### src/rtl/uart_rx_fifo.sv
// Receive-side byte buffer behind the UART receiver: first-word-fall-through FIFO
// storing {framing_error, data} per entry, with count/full/empty and sticky error flags.
module uart_rx_fifo #(
  parameter int DATAWIDTH = 8,
  parameter int DEPTH     = 16,
  parameter int ADDR_W    = 4
) (
  input  logic                 clk,
  input  logic                 rx_rst,
  input  logic                 wr_en,
  input  logic [DATAWIDTH-1:0] din,
  input  logic                 din_err,
  input  logic                 rd_en,
  input  logic                 clr_flags,
  output logic [DATAWIDTH-1:0] dout,
  output logic                 dout_err,
  output logic                 empty,
  output logic                 full,
  output logic [ADDR_W:0]      count,
  output logic                 overflow,
  output logic                 underflow
);

  localparam logic [ADDR_W:0] COUNT_FULL = (ADDR_W+1)'(DEPTH);

  logic [DATAWIDTH:0]  mem [DEPTH];
  logic [ADDR_W-1:0]   wr_ptr;
  logic [ADDR_W-1:0]   rd_ptr;
  logic                do_wr;
  logic                do_rd;
  logic                ovf_event;
  logic                unf_event;

  assign empty = (count == '0);
  assign full  = (count == COUNT_FULL);

  // A full FIFO still accepts a write when a pop frees the head slot in the same cycle.
  assign do_wr     = wr_en & (~full | rd_en);
  assign do_rd     = rd_en & ~empty;
  assign ovf_event = wr_en & full & ~rd_en;
  assign unf_event = rd_en & empty;

  assign {dout_err, dout} = mem[rd_ptr];

  // Storage is deliberately left out of reset; contents are don't-care while empty.
  always_ff @(posedge clk) begin
    if (!rx_rst && do_wr) begin
      mem[wr_ptr] <= {din_err, din};
    end
  end

  always_ff @(posedge clk) begin
    if (rx_rst) begin
      wr_ptr    <= '0;
      rd_ptr    <= '0;
      count     <= '0;
      overflow  <= 1'b0;
      underflow <= 1'b0;
    end else begin
      if (do_wr) wr_ptr <= wr_ptr + ADDR_W'(1);
      if (do_rd) rd_ptr <= rd_ptr + ADDR_W'(1);

      case ({do_wr, do_rd})
        2'b10:   count <= count + (ADDR_W+1)'(1);
        2'b01:   count <= count - (ADDR_W+1)'(1);
        default: count <= count;
      endcase

      // A new event in the same cycle as a clear keeps the flag set.
      if (ovf_event)      overflow <= 1'b1;
      else if (clr_flags) overflow <= 1'b0;

      if (unf_event)      underflow <= 1'b1;
      else if (clr_flags) underflow <= 1'b0;
    end
  end

endmodule

### config.mk
export PLATFORM = sky130hd
export DESIGN_NAME = uart_rx_fifo
export DESIGN_NICKNAME = d
export VERILOG_FILES = /design/src/rtl/uart_rx_fifo.sv
export SDC_FILE = /design/constraint.sdc
export NUM_CORES = 1
export LEC_CHECK = 0
export BUFFER_PORTS_ARGS = -buffer_cell sky130_fd_sc_hd__buf_2
export CORE_UTILIZATION = 55
export CTS_CLUSTER_SIZE = 12
export DETAILED_ROUTE_END_ITERATION = 8
export PLACE_DENSITY_LB_ADDON = 0.3
export REMOVE_ABC_BUFFERS = 1
export SYNTH_ARGS = -nofsm -noshare
export SYNTH_HDL_FRONTEND = slang
export SYNTH_SLANG_ARGS = --single-unit
### constraint.sdc
create_clock -name clk -period 3.6 [get_ports clk]
set_input_delay 0.18 -clock clk [delete_from_list [all_inputs] [get_ports clk]]
set_output_delay 0.18 -clock clk [all_outputs]
set_load 0.02 [all_outputs]
==> results <==
- The buffer depth of the longest clock path is 2.
- For this block, the via count after detailed routing is 3349.
- The final sum of negative setup slack is 0 ns.
- The total of flip-flops plus latches after synthesis is ~160.
- The layout filler cell count is 750.
- The share of total power dissipated in sequential elements is ~45%.
- Once the floorplan was initialized, standard cells occupied 56.61% of the core.
- Data on the critical path is required at its endpoint by approximately 4 ns.
- The pre-antenna-repair detailed-routing pass consisted of 5 iterations.
- The combinational fraction of design power is between 10% and 20%.
- Setup repair after global routing left no endpoint under its margin.
- Summed over all layers, the routed wires come to around 12000 µm.
- The worst-case reg-to-reg path depth is 9.
- For the worst setup path, the data arrival time is ~3.6 ns.
- The total overflow reported by the global router is 0.
- The dominant synthesized flop cell is sky130_fd_sc_hd__edfxtp_1.
- The area of the placeable core is between 10000 and 15000 µm².
- The DRC violation total after the first TritonRoute iteration is between 200 and 300.
- Timing analysis after detailed placement gives a worst setup slack of roughly 0.38 ns.
- TritonCTS built the clock tree.
- Entering global routing, the biggest net connects 37 pins.
- The die footprint is roughly 12000 µm².
- The max-slew violation count was 0.
- The analysis attributes to net switching a power of 1.283 mW.
- The worst-margin pin slew is ~1 ns.
- The final hold violation count is 0.
- The cell type with the highest aggregate area in the netlist is sky130_fd_sc_hd__edfxtp_1.
- The number of library cell types mapped by synthesis is 40.
- The number of buffers and inverters on the critical path is 0.
- Of the synthesized area, sequential elements account for 72.47%.
- In this run the tightest slew margin relative to its limit is between 30% and 40%.
- In this run, CTS created clock tree buffers numbering 17.
- The timing-limited maximum frequency is slightly above 300 MHz.
- Clock skew on the completed layout was measured at around 0.0068 ns.
- The critical path capture point type is a flop.
- The post-CTS resize count is 0.
- 0 antenna diodes ended up in the layout.
- Traced cell by cell, the critical path runs through or4_1, o31ai_4, ha_1, xor2_1, ha_1, o21ai_0, or3_1, a2111o_1, nand4_1.
- The internal power of the cells totals 3.646 mW.
- The hold buffer count at cts is 0.
- The wire length of the first global-routing pass is a little under 20000 µm.
- The critical path crosses 9 cells after its start point.
- The most used standard cell by instance count after synthesis is sky130_fd_sc_hd__edfxtp_1.
- The master cell of the clock root buffer is sky130_fd_sc_hd__clkbuf_16.
- For this run, design rule violations remaining after detail routing come to 0.
- The number of placed cells counting well taps is 530.
- The via count of the first global-routing pass was 3482.
- The Yosys warning count is 0.
- The ratio of cells with drive above 1 in the final layout is between 20% and 30%.
- Measured along the y axis, the die boundary spans around 110 µm.
- After synthesis, the cell types taking the most area are sky130_fd_sc_hd__edfxtp_1, sky130_fd_sc_hd__mux4_2, sky130_fd_sc_hd__dfxtp_1.
- The worst hold path passes through 4 cells.
- The largest stage delay on the critical path is 0.73 ns.
- The synthesized cell area is around 6500 µm².
- The most repeated library cell on the critical path is sky130_fd_sc_hd__ha_1.
- The average instance in the mapped netlist occupies around 18 µm².
- The floorplan die width is roughly 110 µm.
- Ranked by instance count, the synthesized netlist is headed by sky130_fd_sc_hd__edfxtp_1, sky130_fd_sc_hd__mux4_2, sky130_fd_sc_hd__nor2_1, sky130_fd_sc_hd__a22oi_1, sky130_fd_sc_hd__dfxtp_1.
- The kind of path behind the tightest hold check is input pin to flop.
- The run finished with clean final reports.
- STA classifies the critical path startpoint as a flop.
- The share of total power consumed by net switching is 26.03%.
- The number of flops mapped to enable cells by yosys is 144.
- Input and output buffers added on the ports amount to 31.
- Summed over all cells, the static leakage comes to around 2.5 nW.
- The tool flagged a number of max-cap violations equal to 0.
- Dividing the detail-routed wire length by the instance count gives 22.02 µm.
- The proportion of register bits with asynchronous set or reset after synthesis is 0%.
- Once layout is complete, the utilization of the core stands at approximately two thirds.
- The cell with the largest stage delay on the worst path is sky130_fd_sc_hd__or4_1.
- The kind of critical path is flop to flop.
- Routability-driven placement finished with a final weighted congestion of 0.7325.
- After floorplanning, the core was divided into 39 placement rows.
- Setup violations remaining at the end of the flow were counted as 0.
- Using the TritonRoute via totals, the vias-per-cell ratio works out to between 5 and 6.
- The buffer count from post-CTS setup fixing is 0.
- The number of nets with antenna violations after routing is 0.
- The initial antenna violation count came to 0.
- The worst path setup slack after routing is approximately 0.35 ns.
- The I/O pin total is 32.
- The worst path needs around 3.2 ns of the cycle, external delays included.
- The H-tree generated during clock tree synthesis spans 4 levels.
- Of all nets on the critical path, the largest fanout is 9.
- The global-route usage over all layers is between 20% and 30%.
- The sum of net half-perimeters after detailed placement is between 7000 and 8000 µm.
- The number of non-filler instances in the completed layout is approximately 560.
- The power share of the clock group is between 30% and 40%.
- The area growth from synthesis to layout is 15.32%.
- In the final design database the tool counted 429 nets.
- The kind of cell adding the most delay to the critical path is simple AND/OR/NAND/NOR gates.
- After technology mapping, the gate count stands at roughly 360.
- Dividing the final minimum period by the clock period gives between 90% and 100%.
- For this design the ratio of total power to cell area is roughly 660 nW/µm².
- The clock slew at the register clock pins of the worst setup and hold paths is around 0.060 ns.
- VDD sags by at most around 0.00041 V.
- The synthesized design devotes to its leading area cell type approximately two thirds of total area.
- The total clock sinks is approximately 160.
- The latest clock arrival within the worst-skew pair is between 0.4 and 0.5 ns.
[registers in the layout, summed over array words and instances (netlist names), named ones only]
signal     cells
count          5
wr_ptr         4
rd_ptr         4
overflow       1
mem          144
underflow      1
[layer usage]
metal	track usage (%)	share of wire, %	up-vias
li1	-	-	1530
met1	27.27	40	1692
met2	37.68	53	111
met3	5.104	5.6	16
met4	6.311	1.6	0
met5	0	0	-
[power by group through the flow]
| stage | clock network (mW) | logic (mW) | registers [mW] |
|---|---|---|---|
| 3_3_place_gp | 0 | 0.928 | 2.23 |
| 5_1_grt | 1.90 | 1.03 | 2.21 |
| 3_5_place_dp | 0 | 0.952 | 2.24 |
| 2_1_floorplan | 0 | 0.600 | 2.32 |
| 6_report | 1.79 | 0.942 | 2.20 |
| 4_1_cts | 1.82 | 0.957 | 2.20 |
[layout by cell type (no fill, tap or decap), types with 2 or more instances in the layout]
master and instances:
sky130_fd_sc_hd__edfxtp_1 144, sky130_fd_sc_hd__mux4_2 36, sky130_fd_sc_hd__nor2_1 34, sky130_fd_sc_hd__buf_2 31, sky130_fd_sc_hd__a22oi_1 20, sky130_fd_sc_hd__dfxtp_1 18, sky130_fd_sc_hd__clkbuf_16 17, sky130_fd_sc_hd__buf_4 16
sky130_fd_sc_hd__nand2_1 15, sky130_fd_sc_hd__ha_1 9, sky130_fd_sc_hd__inv_1 6, sky130_fd_sc_hd__xor2_1 6, sky130_fd_sc_hd__nand3_1 6, sky130_fd_sc_hd__or3_1 4, sky130_fd_sc_hd__nor2b_1 3, sky130_fd_sc_hd__nand2b_1 3
sky130_fd_sc_hd__o21ai_0 3, sky130_fd_sc_hd__a21oi_1 3, sky130_fd_sc_hd__nand4_1 3, sky130_fd_sc_hd__bufinv_16 3, sky130_fd_sc_hd__clkbuf_1 3, sky130_fd_sc_hd__clkinv_2 3, sky130_fd_sc_hd__clkinvlp_4 3, sky130_fd_sc_hd__xnor2_1 2
sky130_fd_sc_hd__mux2i_1 2, sky130_fd_sc_hd__o211ai_1 2, sky130_fd_sc_hd__nand4b_1 2, sky130_fd_sc_hd__nor3_1 2, sky130_fd_sc_hd__clkbuf_8 2
[final timing paths]
check | startpoint | slack (ns) | endpoint
min reg2reg | overflow | 0.51 | overflow
max | count[0] | 0.35 | count[4]
max reg2reg | count[0] | 0.35 | count[4]
min | clr_flags | 0.11 | overflow
[worst min-delay path: cells and delay by family]
| family | cells | cell delay [ns] |
|---|---|---|
| AND/OR/NAND/NOR | 1 | 0.08 |
| buffers and inverters | 2 | 0.15 |
| AO/OA/AOI/OAI | 1 | 0.08 |
[cell families (layout without fill, tap and decap cells)]
group | count (synthesis) | in the layout | synth area share [%]
flip-flops | 163 | 163 | 72.47
multiplexers | 39 | 39 | 13.03
AND/OR/NAND/NOR | 79 | 79 | 5.783
XOR/XNOR | 8 | 8 | 1.079
AO/OA/AOI/OAI | 35 | 35 | 4.375
buffers and inverters | 23 | 86 | 1.523
adder cells (fa/ha/maj) | 9 | 9 | 1.735
[area by class of cell]
class                      count  area (µm²)  share of cell area, %
sequential                   163        4706                  62.86
tap                          143       178.9                  2.390
timing repair buffer          48       295.3                  3.945
inverter                       6       22.52                 0.3009
multi-input combinational    170        1688                  22.55
clock buffer                  22       464.2                  6.201
clock inverter                10       131.4                  1.755
[per-stage QoR]
step	hold WS, ns	area (µm²)	power, mW
after floorplan	0.2491	6415	2.919
after global placement	0.4930	6890	3.159
after detailed placement	0.5002	6890	3.188
after CTS	0.09830	7486	4.974
after global routing	0.1315	7486	5.132
final	0.1140	7486	4.928
Note: power is estimated with default switching activity, not from simulation.
